==> src/rtl/ballot_pkg.sv <==
// Shared mode encodings, FSM state type and helpers for the ballot front-end.
package ballot_pkg;

  localparam logic [1:0] MODE_VOTE  = 2'b00;
  localparam logic [1:0] MODE_COUNT = 2'b01;
  localparam logic [1:0] MODE_CLEAR = 2'b10;
  localparam logic [1:0] MODE_TEST  = 2'b11;

  typedef enum logic [1:0] {
    ST_IDLE    = 2'd0,
    ST_ISSUE   = 2'd1,
    ST_RELEASE = 2'd2,
    ST_LOCKOUT = 2'd3
  } state_e;

  function automatic logic [1:0] onehot_to_idx(input logic [3:0] oh);
    logic [1:0] idx;
    idx = 2'd0;
    for (int i = 0; i < 4; i++)
      if (oh[i]) idx = 2'(i);
    return idx;
  endfunction

  function automatic logic is_onehot(input logic [3:0] v);
    return (v != 4'd0) && ((v & (v - 4'd1)) == 4'd0);
  endfunction

endpackage

==> src/rtl/ballot_debounce.sv <==
// Single-bit synchroniser followed by a debounce counter; the output only
// follows the synced input after it has differed for DEBOUNCE_CYCLES cycles.
module ballot_debounce #(
  parameter int SYNC_STAGES     = 2,
  parameter int DEBOUNCE_CYCLES = 16
) (
  input  logic clk,
  input  logic rst,
  input  logic din,
  output logic dout
);

  localparam int CW = $clog2(DEBOUNCE_CYCLES + 1);

  logic [SYNC_STAGES-1:0] sync_q, sync_d;
  logic [CW-1:0]          cnt_q, cnt_d;
  logic                   db_q, db_d;

  // The counter stops at DEBOUNCE_CYCLES and is cleared on the toggle, so it cannot wrap.
  always_comb begin
    sync_d = {sync_q[SYNC_STAGES-2:0], din};
    cnt_d  = cnt_q;
    db_d   = db_q;
    if (sync_q[SYNC_STAGES-1] == db_q) begin
      cnt_d = '0;
    end else if (cnt_q == CW'(DEBOUNCE_CYCLES)) begin
      db_d  = ~db_q;
      cnt_d = '0;
    end else begin
      cnt_d = cnt_q + 1'b1;
    end
  end

  always_ff @(posedge clk) begin
    if (rst) begin
      sync_q <= '0;
      cnt_q  <= '0;
      db_q   <= 1'b0;
    end else begin
      sync_q <= sync_d;
      cnt_q  <= cnt_d;
      db_q   <= db_d;
    end
  end

  assign dout = db_q;

endmodule

==> src/rtl/ballot_entry_ctrl.sv <==
// Ballot entry front-end: syncs switches, debounces confirm, issues one vote per press.
// Optional BALLOT_REJECT_CNT_EN adds a saturating reject_cnt output.
module ballot_entry_ctrl
  import ballot_pkg::*;
#(
  parameter int SYNC_STAGES     = 2,
  parameter int DEBOUNCE_CYCLES = 16,
  parameter int LOCKOUT_CYCLES  = 64
) (
  input  logic       clk,
  input  logic       rst,
  input  logic [3:0] sel_raw,
  input  logic       confirm_raw,
  input  logic [1:0] mode,
  output logic       vote_valid,
  input  logic       vote_ready,
  output logic [3:0] vote_onehot,
  output logic [1:0] vote_idx,
  output logic       reject,
  output logic       busy
`ifdef BALLOT_REJECT_CNT_EN
  ,
  output logic [7:0] reject_cnt
`endif
);

  localparam int LK_W = (LOCKOUT_CYCLES > 1) ? $clog2(LOCKOUT_CYCLES) : 1;
  localparam logic [LK_W-1:0] LK_LOAD = (LOCKOUT_CYCLES > 0) ? LK_W'(LOCKOUT_CYCLES - 1) : '0;

  logic [SYNC_STAGES-1:0][3:0] sel_sync_q, sel_sync_d;
  logic [3:0]                  sel_sync;
  logic                        confirm_db, confirm_db_q, confirm_rise;
  state_e                      state_q, state_d;
  logic [3:0]                  latch_q, latch_d;
  logic [LK_W-1:0]             lk_q, lk_d;
  logic                        reject_q, reject_d;

  ballot_debounce #(
    .SYNC_STAGES    (SYNC_STAGES),
    .DEBOUNCE_CYCLES(DEBOUNCE_CYCLES)
  ) u_confirm_db (
    .clk (clk),
    .rst (rst),
    .din (confirm_raw),
    .dout(confirm_db)
  );

  assign sel_sync     = sel_sync_q[SYNC_STAGES-1];
  assign confirm_rise = confirm_db & ~confirm_db_q;

  always_comb begin
    sel_sync_d = {sel_sync_q[SYNC_STAGES-2:0], sel_raw};
    state_d    = state_q;
    latch_d    = latch_q;
    lk_d       = lk_q;
    reject_d   = 1'b0;
    if (mode == MODE_CLEAR) begin
      state_d = ST_IDLE;
      lk_d    = '0;
    end else begin
      case (state_q)
        ST_IDLE: begin
          if (confirm_rise && mode == MODE_VOTE) begin
            latch_d = sel_sync;
            if (is_onehot(sel_sync)) begin
              state_d = ST_ISSUE;
            end else begin
              reject_d = 1'b1;
              state_d  = ST_RELEASE;
            end
          end
        end
        // A completed handshake wins over a same-cycle abort.
        ST_ISSUE: begin
          if (vote_ready) begin
            state_d = ST_RELEASE;
          end else if (mode == MODE_COUNT || mode == MODE_TEST) begin
            reject_d = 1'b1;
            state_d  = ST_RELEASE;
          end
        end
        ST_RELEASE: begin
          if (!confirm_db) begin
            if (LOCKOUT_CYCLES == 0) begin
              state_d = ST_IDLE;
            end else begin
              state_d = ST_LOCKOUT;
              lk_d    = LK_LOAD;
            end
          end
        end
        ST_LOCKOUT: begin
          if (lk_q == '0) state_d = ST_IDLE;
          else            lk_d    = lk_q - 1'b1;
        end
        default: state_d = ST_IDLE;
      endcase
    end
  end

  always_ff @(posedge clk) begin
    if (rst) begin
      sel_sync_q   <= '0;
      confirm_db_q <= 1'b0;
      state_q      <= ST_IDLE;
      latch_q      <= '0;
      lk_q         <= '0;
      reject_q     <= 1'b0;
    end else begin
      sel_sync_q   <= sel_sync_d;
      confirm_db_q <= confirm_db;
      state_q      <= state_d;
      latch_q      <= latch_d;
      lk_q         <= lk_d;
      reject_q     <= reject_d;
    end
  end

`ifdef BALLOT_REJECT_CNT_EN
  logic [7:0] rcnt_q, rcnt_d;

  always_comb begin
    rcnt_d = rcnt_q;
    if (mode == MODE_CLEAR)                  rcnt_d = '0;
    else if (reject_d && rcnt_q != 8'hFF)    rcnt_d = rcnt_q + 8'd1;
  end

  always_ff @(posedge clk) begin
    if (rst) rcnt_q <= '0;
    else     rcnt_q <= rcnt_d;
  end

  assign reject_cnt = rcnt_q;
`endif

  assign vote_valid  = (state_q == ST_ISSUE);
  assign vote_onehot = vote_valid ? latch_q : 4'd0;
  assign vote_idx    = vote_valid ? onehot_to_idx(latch_q) : 2'd0;
  assign reject      = reject_q;
  assign busy        = (state_q != ST_IDLE);

endmodule

==> config.mk <==
export PLATFORM = sky130hd
export DESIGN_NAME = ballot_entry_ctrl
export DESIGN_NICKNAME = d
export VERILOG_FILES = /design/src/rtl/ballot_pkg.sv /design/src/rtl/ballot_debounce.sv /design/src/rtl/ballot_entry_ctrl.sv
export SDC_FILE = /design/constraint.sdc
export NUM_CORES = 1
export LEC_CHECK = 0
export ABC_AREA = 1
export ABC_CLOCK_PERIOD_IN_PS = 1700
export BUFFER_PORTS_ARGS = -buffer_cell sky130_fd_sc_hd__buf_2
export CORE_MARGIN = 8
export CORE_UTILIZATION = 55
export DETAILED_ROUTE_END_ITERATION = 10
export PLACE_DENSITY = 0.85
export SLEW_MARGIN = 30
export SYNTH_ARGS = -nofsm -noshare
export SYNTH_HDL_FRONTEND = slang
export SYNTH_SLANG_ARGS = --single-unit
==> constraint.sdc <==
create_clock -name clk -period 1.7 [get_ports clk]
set_clock_uncertainty 0.05 [all_clocks]
set_input_delay 0.255 -clock clk [delete_from_list [all_inputs] [get_ports clk]]
set_output_delay 0.255 -clock clk [all_outputs]
set_load 0.005 [all_outputs]
======== Word-level counts from Yosys, hierarchy flattened ========
Index checks and enable logic that the tools add are counted.
storage, ports and cells
  register bits after elaboration ......... 30
  bits of input ports ..................... 10
  output and inout port bits .............. 9
cells by class
  add/subtract/negate cells ............... 3
  eq/ne operators ......................... 13
  muxes and demuxes ....................... 20
  bitwise gates (word level) .............. 6
  reduce and logical (&&, ||, !) cells .... 16
operators by type and width
  kind                   number
  $mux W2                9
  $mux W6                2
  $pmux W6 S2            1
  $eq A2 B2 Y1 const B   4
  $ne A2 B2 Y1 const B   4
  $pmux W2 S4            1
  $logic_not A6 Y1       1
  $reduce_and A3 Y1      2
  $sub A6 B1 Y6 const B  1
  $add A5 B1 Y5 const B  1
  $eq A5 B5 Y1 const B   1
  $mux W1                5
  $and A4 B4 Y4          1
  $eq A2 B1 Y1 const B   2
  $logic_not A2 Y1       2
  $logic_not A4 Y1       1
  $mux W4                1
  $not A1 Y1             4
  $reduce_and A4 Y1      1
  $reduce_bool A2 Y1     2
  $reduce_bool A4 Y1     1
  $sub A4 B1 Y4 const B  1
  $ne A3 B1 Y1 const B   1
  $reduce_or A3 Y1       1
  other kinds (7)        8

======== Depth between registers and ports, before layout ========
Gate-level depths: netlist of run 1.
  depth after elaboration ................. 7
  depth in mapped cells ................... 9
  mapped depth without buffers ............ 9

======== By module ========
A second synthesis of run 1 with hierarchy kept.
unflattened totals
  cells, all modules ...................... 208
  area, all modules ....................... 1451.4 um^2
by module, submodules not included
  module             instances  cells each  area an instance (um^2)  seq. area each (um^2)
  ballot_entry_ctrl  1          161         1093.5                   440.4
  ballot_debounce    1          47          357.8                    160.2

======== Worst setup path before layout of run 1 ========
No wires, ideal clock.
  path type ............................... register to register
  start point ............................. register state_q[1]
  end point ............................... register state_q[1]
  data arrival time ....................... 1.147 ns
  required time ........................... 1.584 ns
  slack ................................... 0.436 ns
  stages on the path, launching flop included .. 10
  clock period less this slack ............ 1.264 ns
  cells stage by stage .................... dfxtp_1 inv_1 ha_1 nand3_1 nand2_1 inv_1 nand2_2 nor2_4 nand2_1 a21oi_2
on the way
  word-level cells in the longest chain between the ends .. 3
ends and longest elaborated chain
  element                      RTL line                  text
  from (decl)                  ballot_entry_ctrl.sv:33   state_e state_q, state_d;
  from (signal assigned)       ballot_entry_ctrl.sv:112  state_q <= state_d;
  $eq A2 B1 Y1 *               --
  net vote_valid               ballot_entry_ctrl.sv:15   output logic vote_valid,
  $ne A3 B1 Y1 (no line)       --
  $reduce_and A4 Y1 (no line)  --
The timed path passes the listed nets; every way through them passes the cells marked *.
A chain may end at the register's enable or synchronous reset.

======== Worst setup path in the final report of run 1 ========
  start point ............................. register state_q[1]
  end point ............................... output port vote_onehot[0]
on the way
  word-level cells in the longest chain between the ends .. 2
ends and longest elaborated chain
  element       RTL line                  text
  $eq A2 B1 Y1  ballot_entry_ctrl.sv:136  assign vote_valid = (state_q == ST_ISSUE);
  $mux W4       ballot_entry_ctrl.sv:137  assign vote_onehot = vote_valid ? latch_q : 4'd0;
  to (decl)     ballot_entry_ctrl.sv:17   output logic [3:0] vote_onehot,
No other way between the ends.

==> results.json, run 1 <==
{
  "ant_nets": 0,
  "syn-mean-instance-area_um2": 7.10,
  "r2r_slack_ps": 240,
  "ctsHoldBuffers": 0,
  "swShare_pct": 22.6,
  "synthArstFlopShare_pct": 0,
  "cts_tree": "built",
  "yosysMostFrequentCell": "inv_1",
  "worst_pin_slew_ps": 281,
  "synthTopCellsByArea": "dfxtp_1 43%, inv_1 11%, nand2_1 9.8%",
  "netlist_area_um2": 1410,
  "crit_end": "vote_onehot[0]",
  "cts_htree_levels": 2,
  "cap_violations": 0,
  "placement.cell_area_um2": 1540,
  "via_per_inst": 4.88,
  "io_pins": 19,
  "antenna_found_initial": 0,
  "die-width_um": 66.7,
  "p_leak_nw": 0.818,
  "clk_pin_slew_ps": 100,
  "rsz0062_at_grt": "false",
  "hold-worst-slack_ps": 80.9,
  "setup_tns_ps": 0,
  "p_seq_share_pct": 59.5,
  "clockBufferDepth": 2,
  "portBuffers": 18,
  "finalSetupViolCount": 0,
  "critPathCaptureType": "primary output",
  "hold_class": "in -> reg",
  "syn_inst": 199,
  "grt_pass1_vias": 1162,
  "numCtsBuffers": 5,
  "cp.arrival_ps": 1320,
  "stdcell_count": 257,
  "layout-drive-gt1-share_pct": 19.8,
  "ys_ff_latch": 30,
  "synth_top_area_share_pct": 42.5,
  "fmax_ghz": 0.617,
  "dpl.hpwl_um": 2060,
  "r2r_cells": 7,
  "power_mw": 1.21,
  "synth_edf_count": 0,
  "synthDistinctLibCells": 19,
  "clock_power_share_pct": 36.1,
  "core_area_um2": 2450,
  "power_switching_uw": 273,
  "drt_iter0_drc": 94,
  "finalInstanceArea_um2": 1640,
  "yosysSeqAreaShare_pct": 42.5,
  "fin_crit_ps": 1620,
  "root_buffer": "clkbuf_4",
  "p_per_area_nw_per_um2": 737,
  "clock_insertion_delay_worst_skew_ps": 330,
  "vdd_drop_max_uv": 602,
  "worstSetupPathType": "reg -> out",
  "reg2reg_from": "state_q[0]",
  "die_area_um2": 4450,
  "routed_wl_um": 2740,
  "hold_viol": 0,
  "crit_required_ps": 1390,
  "route.vias.total": 1253,
  "antenna_cells": 0,
  "synthFlopType": "dfxtp_1",
  "synth_commonest_cells": "41 x inv_1, 37 x nand2_1, 30 x dfxtp_1",
  "pwr-share-comb_pct": 4.4,
  "crit_fanout": 6,
  "yosysTopAreaCell": "dfxtp_1",
  "die_h_um": 66.7,
  "run_status": "finished clean",
  "first_pass_iters": 4,
  "initial_core_util_pct": 57.5,
  "p_int_uw": 933,
  "grt_pass1_wl_um": 4670,
  "crit_start": "state_q[1]",
  "fillers": 219,
  "avgRoutedWirePerCell_um": 10.6,
  "drc_errors": 0,
  "rr_endpoint": "lk_q[4]",
  "fin_nets": 244,
  "fin_crit_sh_pct": 95.3,
  "area_growth_pct": 15.9,
  "place.gp.congestion": 0.798,
  "syn_nets": 217,
  "fp-row-count": 18,
  "clock_sinks": 30,
  "grt_max_degree": 15,
  "slew_headroom_pct": 81.2,
  "yosysWarnings": 0,
  "slew_viol_final": 0,
  "dp_cells": 246,
  "cp-start-kind": "register",
  "hp-start": "sel_raw[0]",
  "overflow": 0,
  "grt.total_usage_pct": 13.5
}
worst min path at each step:
stage               cells past startpoint            end  slack [ps]
detailed placement                      2    sel_sync[2]         340
CTS                                     3  sel_sync_d[4]          70
global placement                        2    sel_sync[0]         340
global route                            3  sel_sync_d[4]          60
floorplan                               1  sel_sync_d[5]         280
finish                                  3  sel_sync_d[4]          80
worst max-delay path: stages, from the launching register on:
cell and delay, ps:
dfxtp_2 370, inv_1 80, ha_4 190, buf_4 130, nand2_1 60, inv_1 40, buf_2 110
cell families (layout without fill, tap and decap cells):
group / after synthesis / in the layout / share of synthesized area (%)
xor+xnor: 2 / 2 / 1.24
simple gates: 91 / 91 / 28.6
flops: 30 / 30 / 42.5
buf+inv: 43 / 71 / 11.4
compound gates: 25 / 25 / 9.12
fa+ha+maj: 8 / 8 / 7.09
registers in the layout, summed over array words and instances (netlist names):
signal and cells:
latch_q 4, state_q 2, u_confirm_db.sync_q 2, sel_sync_d 4, lk_q 6, sel_sync 4, confirm_db_q 1, u_confirm_db.cnt_q 5
reject 1, u_confirm_db.dout 1
metrics by stage:
step | setup WS, ps | utilization, %
2_1_floorplan | 436 | -
3_3_place_gp | 288 | 62.6
3_5_place_dp | 266 | 62.6
4_1_cts | -4.56 | 65.5
5_1_grt | 24.4 | 66.7
6_report | 80.0 | 66.7
power groups by stage:
stage          Sequential, mW  Clock (mW)  Combinational (mW)
2_1_floorplan           0.734           0              0.0334
3_3_place_gp            0.734           0              0.0518
3_5_place_dp            0.735           0              0.0531
4_1_cts                 0.719       0.455              0.0533
5_1_grt                 0.720       0.489              0.0617
6_report                0.718       0.435              0.0532
layout make-up:
class / count / area (um2) / share of cell area (%)
Clock buffer: 7 / 55.1 / 3.36
Sequential cell: 30 / 603 / 36.8
Tap cell: 30 / 37.5 / 2.29
Timing Repair Buffer: 21 / 113 / 6.88
Clock inverter: 1 / 5.00 / 0.306
Inverter: 42 / 158 / 9.63
Multi-Input combinational cell: 126 / 667 / 40.7
placed cells by master, fill, tap and decap left out, drive strengths merged:
master and instances:
o21ai 11, xor2 2, a21oi 14, nand3 19, inv 42, buf 21
nor2 29, nor3 1, dfxtp 30, nand2 41, clkbuf 7, clkinv 1
or2 1, ha 8
timing repair:
item / 4_1_cts / 5_1_grt
endpoints found under the setup margin: 3 / 2
buffers inserted: 0 / 3
resized for setup: 3 / 4
per-layer routing:
| metal | up-vias | global-route usage (%) | wire [um] |
|---|---|---|---|
| li1 | 664 | - | - |
| met5 | - | 0 | 0 |
| met4 | 0 | 4.00 | 36 |
| met3 | 7 | 5.54 | 104 |
| met1 | 562 | 15.1 | 1270 |
| met2 | 20 | 22.7 | 1320 |
No activity file was read; power rests on OpenSTA's default activity.
==> run 2: changes to the inputs <==
--- a/config.mk
+++ b/config.mk
@@ -5,13 +5,13 @@
 export SDC_FILE = /design/constraint.sdc
 export NUM_CORES = 1
 export LEC_CHECK = 0
-export ABC_AREA = 1
 export ABC_CLOCK_PERIOD_IN_PS = 1700
 export BUFFER_PORTS_ARGS = -buffer_cell sky130_fd_sc_hd__buf_2
 export CORE_MARGIN = 8
-export CORE_UTILIZATION = 55
+export CORE_UTILIZATION = 59
+export CTS_BUF_LIST = sky130_fd_sc_hd__clkbuf_8
 export DETAILED_ROUTE_END_ITERATION = 10
-export PLACE_DENSITY = 0.85
+export PLACE_DENSITY = 0.89
 export SLEW_MARGIN = 30
 export SYNTH_ARGS = -nofsm -noshare
 export SYNTH_HDL_FRONTEND = slang
==> constraint.sdc (replaced) <==
create_clock -name clk -period 1.7 [get_ports clk]
set_clock_uncertainty 0.05 [all_clocks]
set_input_delay 0.255 -clock clk [delete_from_list [all_inputs] [get_ports clk]]
set_output_delay 0.255 -clock clk [all_outputs]
set_load 0.02 [all_outputs]
==> run 2 against run 1 <==
Against the previous run:
- the run now ends with negative setup slack left
- cell count decreased by 17%
- register-to-register slack got worse by 150 ps
- largest cell class unchanged
- clock power up 55%
- critical path depth is 1 lower
- wire length rose by 10%
- maximum frequency down 4.9%
- worst setup slack worse by 83 ps
- die area shrank 4.1%
- sequential share of layout area shrank 3.1 points
- non-clock buffer count increased by 9
- sequential cell count unchanged
==> results.json, run 2 <==
{
  "antenna_cells": 0,
  "synth_edf_count": 0,
  "p_seq_share_pct": 49.8,
  "power_mw": 1.45,
  "hold-worst-slack_ps": 137,
  "slew_headroom_pct": 75.4,
  "power_switching_uw": 284,
  "ant_nets": 0,
  "drc_errors": 0,
  "placement.cell_area_um2": 1610,
  "crit_required_ps": 1390,
  "setup_slack_ps": -3.23,
  "core_area_um2": 2390,
  "io_pins": 19,
  "worst_pin_slew_ps": 367,
  "vdd_drop_max_uv": 694,
  "synthTopCellsByArea": "dfxtp_1 42%, ha_1 7.0%, nor2b_1 4.4%",
  "hold_class": "in -> reg",
  "netlist_area_um2": 1430,
  "yosysWarnings": 0,
  "final_cell_mix": "28 x dfxtp_1, 16 x buf_2",
  "clk_pin_slew_ps": 60,
  "routed_wl_um": 3010,
  "fin_crit_sh_pct": 100,
  "synthFlopType": "dfxtp_1",
  "clock_power_share_pct": 46.7,
  "cp-start-kind": "register",
  "fin_nets": 200,
  "crit_start": "state_q[0]",
  "violations": "negative setup slack",
  "cts_tree": "built",
  "worstSetupPathType": "reg -> out",
  "clock_insertion_delay_worst_skew_ps": 280,
  "finalInstanceArea_um2": 1800,
  "reg.largest.list": "lk_q x6, u_confirm_db.cnt_q x5",
  "layout-drive-gt1-share_pct": 31.1,
  "portBuffers": 18,
  "largest_register_ffs": 6,
  "p_int_mw": 1.16,
  "synthArstFlopShare_pct": 0,
  "die_area_um2": 4260,
  "slew_viol_final": 0,
  "fin_crit_ps": 1700,
  "p_per_area_nw_per_um2": 804,
  "ys_ff_latch": 30,
  "avgRoutedWirePerCell_um": 14.2,
  "yosysSeqAreaShare_pct": 41.9,
  "root_buffer": "clkbuf_8",
  "rsz0062_at_grt": "true",
  "numCtsBuffers": 5,
  "dp_cells": 202,
  "run_status": "complete, but fails checks",
  "finalSetupViolCount": 1,
  "syn_nets": 168,
  "dpl.hpwl_um": 2180,
  "mostFrequentLayoutCell": "dfxtp_1",
  "first_pass_iters": 4,
  "die_h_um": 65.3,
  "grt_pass1_vias": 1186,
  "fmax_ghz": 0.587,
  "hp-start": "sel_raw[1]",
  "synth_top_area_share_pct": 41.9,
  "reg2reg_from": "state_q[0]",
  "synthDistinctLibCells": 42,
  "cp.arrival_ps": 1400,
  "syn_inst": 150,
  "overflow": 0,
  "dp_slack_ps": 0.953,
  "crit_fanout": 6,
  "grt_pass1_wl_um": 5020,
  "cap_violations": 0,
  "critPathCaptureType": "primary output",
  "stdcell_count": 213,
  "grt.total_usage_pct": 14.8,
  "yosysMostFrequentCell": "dfxtp_1",
  "area_growth_pct": 25.4,
  "fp-row-count": 18,
  "hold_viol": 0,
  "syn-mean-instance-area_um2": 9.56,
  "grt_max_degree": 19,
  "route.vias.total": 1149,
  "initial_core_util_pct": 60.1,
  "place.gp.congestion": 0.764,
  "swShare_pct": 19.6,
  "via_per_inst": 5.39,
  "synth_commonest_cells": "30 x dfxtp_1, 12 x inv_1, 11 x a21oi_1, 11 x nand2_1",
  "pwr-share-comb_pct": 3.5,
  "p_leak_nw": 0.733,
  "antenna_found_initial": 0,
  "drt_iter0_drc": 43,
  "clockBufferDepth": 2,
  "die-width_um": 65.3,
  "clock_sinks": 30,
  "cts_htree_levels": 2,
  "top_register": "lk_q",
  "yosysTopAreaCell": "dfxtp_1"
}
[run 2: cell count changes in the layout (fill, tap and decap cells not counted), sizes merged, moves of 3 or more]
cell,change
xnor2,+5
buf,+9
nor2b,+10
o21ai,-10
a21o,+4
inv,-28
nand2b,+3
and2,+5
nand3,-13
a21oi,-3
nand2,-30
nor2,-19
nor4b,+3
[run 2: layer usage]
| layer | GRT usage, % | part of all wire, % | vias up |
|---|---|---|---|
| li1 | - | - | 575 |
| met1 | 13.5 | 39 | 533 |
| met2 | 28.9 | 54 | 32 |
| met3 | 5.10 | 5.7 | 9 |
| met4 | 6.27 | 1.8 | 0 |
| met5 | 0 | 0 | - |
[run 2: area by class of cell]
cell class                 instances  area (um2)
clock buffer                       5        68.8
clock inverter                     3        37.5
fill                             177         589
inverter                          12        47.5
multi-input combinational        103         805
sequential                        30         606
tap                               30        37.5
timing repair buffer              30         196
[run 2: path summary, 6_finish.rpt]
path,end,slack [ps],depth (start not counted)
hold / removal,sel_sync_d[5],140,2
setup / recovery,vote_idx[1],-3,5
setup reg to reg,lk_q[5],90,6
hold reg to reg,sel_sync[3],390,1
[run 2: power groups by stage]
stage	clock (mW)	combinational, mW	sequential (mW)
3_3_place_gp	0	0.0470	0.736
2_1_floorplan	0	0.0299	0.735
5_1_grt	0.711	0.0552	0.721
6_report	0.676	0.0506	0.720
3_5_place_dp	0	0.0494	0.737
4_1_cts	0.690	0.0500	0.721
[run 2: timing repair]
item	in CTS	in global routing
setup endpoints to repair	4	9
hold buffers	0	0
gates resized for setup	14	7
buffers inserted	0	3
pin swaps	3	8
hold endpoints to repair	0	0
[run 2: critical path: stages, from the launching register on]
cell	delay, ps
dfxtp_2	330
buf_6	120
ha_4	170
and2_4	140
or2_4	240
buf_6	130
[run 2: kinds of logic (layout without fill, tap and decap cells)]
group / count (synthesis) / in the layout / share of synthesized area (%)
xor gates and xnor gates: 7 / 7 / 4.28
adders and majority gates: 8 / 8 / 6.98
buffers and inverters: 17 / 50 / 5.32
DFF: 30 / 30 / 41.9
AOI/OAI and AO/OA: 28 / 28 / 15.6
and+or+nand+nor: 59 / 59 / 25.2
muxes: 1 / 1 / 0.698
[run 2: stage by stage]
stage | utilization [%] | setup TNS (ps)
6_report | 75.3 | -3.23
5_1_grt | 75.3 | -57.3
4_1_cts | 73.4 | -2.79
3_5_place_dp | 67.3 | 0
3_3_place_gp | 67.3 | 0
2_1_floorplan | - | 0
==> run 3: changes to the inputs <==
--- a/config.mk
+++ b/config.mk
@@ -7,8 +7,10 @@
 export LEC_CHECK = 0
 export ABC_CLOCK_PERIOD_IN_PS = 1700
 export BUFFER_PORTS_ARGS = -buffer_cell sky130_fd_sc_hd__buf_2
+export CELL_PAD_IN_SITES_DETAIL_PLACEMENT = 0
+export CELL_PAD_IN_SITES_GLOBAL_PLACEMENT = 2
 export CORE_MARGIN = 8
-export CORE_UTILIZATION = 59
+export CORE_UTILIZATION = 37
 export CTS_BUF_LIST = sky130_fd_sc_hd__clkbuf_8
 export DETAILED_ROUTE_END_ITERATION = 10
 export PLACE_DENSITY = 0.89
==> run 3 against run 2 <==
Against the previous run:
- the flow now finishes without violations
- register-to-register slack got worse by 30 ps
- first-iteration DRC count fell by 7.0%
- wire length fell by 11%
- maximum frequency grew 0.76%
- total power fell by 5.7%
- cell area up 1.5%
- cell count up 8.9%
- non-clock buffer count is 1 higher
- global-route usage decreased by 5.5 points
- sequential share of layout area shrank 0.51 points
- largest power group unchanged
- highest routed layer unchanged
==> results.json, run 3 (same netlist as run 2, synthesis figures left out) <==
{
  "numCtsBuffers": 5,
  "clock_sinks": 30,
  "p_per_area_nw_per_um2": 747,
  "hold_path_end": "sel_sync_d[5]",
  "clock_insertion_delay_worst_skew_ps": 280,
  "reg2reg_from": "state_q[0]",
  "drt_iter0_drc": 40,
  "cap_violations": 0,
  "place.gp.congestion": 0.762,
  "grt_pass1_wl_um": 4660,
  "power_mw": 1.36,
  "clk_pin_slew_ps": 70,
  "die-width_um": 78.3,
  "final_cell_mix": "28 x dfxtp_1, 15 x buf_2, 13 x buf_4",
  "route.vias.total": 1121,
  "fmax_ghz": 0.592,
  "cp.arrival_ps": 1390,
  "fin_crit_ps": 1690,
  "die_h_um": 78.3,
  "largest_register_ffs": 6,
  "fp-row-count": 22,
  "antenna_cells": 0,
  "hp-start": "sel_raw[1]",
  "routed_wl_um": 2700,
  "via_per_inst": 4.83,
  "clockBufferDepth": 2,
  "ant_nets": 0,
  "final_util_pct": 49.5,
  "setup_tns_ps": 0,
  "cts_tree": "built",
  "p_leak_nw": 0.725,
  "top_register": "lk_q",
  "cts_htree_levels": 2,
  "avgRoutedWirePerCell_um": 11.6,
  "dp_cells": 221,
  "dpl.hpwl_um": 2030,
  "slew_viol_final": 0,
  "initial_core_util_pct": 38.9,
  "finalSetupViolCount": 0,
  "grt_pass1_vias": 1097,
  "io_pins": 19,
  "reg.largest.list": "lk_q x6, u_confirm_db.cnt_q x5",
  "stdcell_count": 232,
  "antenna_found_initial": 0,
  "r2r_cells": 6,
  "hold-worst-slack_ps": 130,
  "core_area_um2": 3690,
  "area_growth_pct": 27.3,
  "vdd_drop_max_uv": 406,
  "rsz0062_at_grt": "true",
  "critPathCaptureType": "primary output",
  "fin_nets": 201,
  "hold_viol": 0,
  "ctsHoldBuffers": 0,
  "overflow": 0,
  "mostFrequentLayoutCell": "dfxtp_1",
  "grt.total_usage_pct": 9.35,
  "worst_pin_slew_ps": 355,
  "root_buffer": "clkbuf_8",
  "hold_class": "in -> reg",
  "crit_required_ps": 1390,
  "layout-drive-gt1-share_pct": 32.6,
  "crit_fanout": 5,
  "crit_start": "state_q[0]",
  "worstHoldPathCells": 2,
  "r2r_slack_ps": 60,
  "fin_crit_sh_pct": 99.4,
  "portBuffers": 18,
  "slew_headroom_pct": 76.3,
  "first_pass_iters": 4,
  "cp-start-kind": "register",
  "run_status": "finished clean",
  "grt_max_degree": 19,
  "die_area_um2": 6120,
  "drc_errors": 0,
  "worstSetupPathType": "reg -> out",
  "rr_endpoint": "lk_q[5]"
}
-- run 3: worst max-delay path, cell delays in order (launching register included) --
cell	delay, ps
dfxtp_2	330
buf_6	120
ha_4	160
and2_4	140
or2_4	240
buf_6	130
-- run 3: through the flow --
| step | cell area (um2) | worst slack [ps] |
|---|---|---|
| 3_3_place_gp | 1640 | 39.3 |
| 3_5_place_dp | 1640 | -21.2 |
| 6_report | 1830 | 9.60 |
| 4_1_cts | 1790 | -3.04 |
| 5_1_grt | 1830 | -41.8 |
| 2_1_floorplan | 1440 | 1.70 |
-- run 3: worst max path at each step --
stage	cells after the start	slack (ps)	to
after floorplan	6	2	lk_q[5]
after global routing	5	-40	vote_idx[1]
after CTS	5	-3	vote_idx[1]
after detailed placement	6	-20	lk_q[1]
after global placement	6	40	lk_q[1]
final	5	10	vote_idx[1]
-- run 3: where the power goes --
part / switching, mW / internal [mW]
registers: 0.00596 / 0.713
logic: 0.0259 / 0.0234
clock network: 0.271 / 0.325
total: 0.302 / 1.06
-- run 3: final cells by class --
cell class / instances / area, um2
multi-input combinational: 103 / 811
timing repair buffer: 31 / 206
sequential: 30 / 606
inverter: 12 / 47.5
clock inverter: 2 / 12.5
fill: 378 / 1860
clock buffer: 6 / 82.6
tap: 48 / 60.1
-- run 3: what timing repair did --
| action | CTS | global route |
|---|---|---|
| hold endpoints to repair | 0 | 0 |
| gates resized for setup | 13 | 9 |
| pin swaps | 3 | 4 |
| setup buffers | 3 | 0 |
| setup endpoints to repair | 6 | 8 |
-- run 3: routing by layer --
metal,vias to the layer above,track usage [%],wire length (um)
li1,573,-,-
met1,524,9.60,1120
met2,18,15.7,1370
met3,6,3.87,163
met4,0,5.56,47
met5,-,0,0
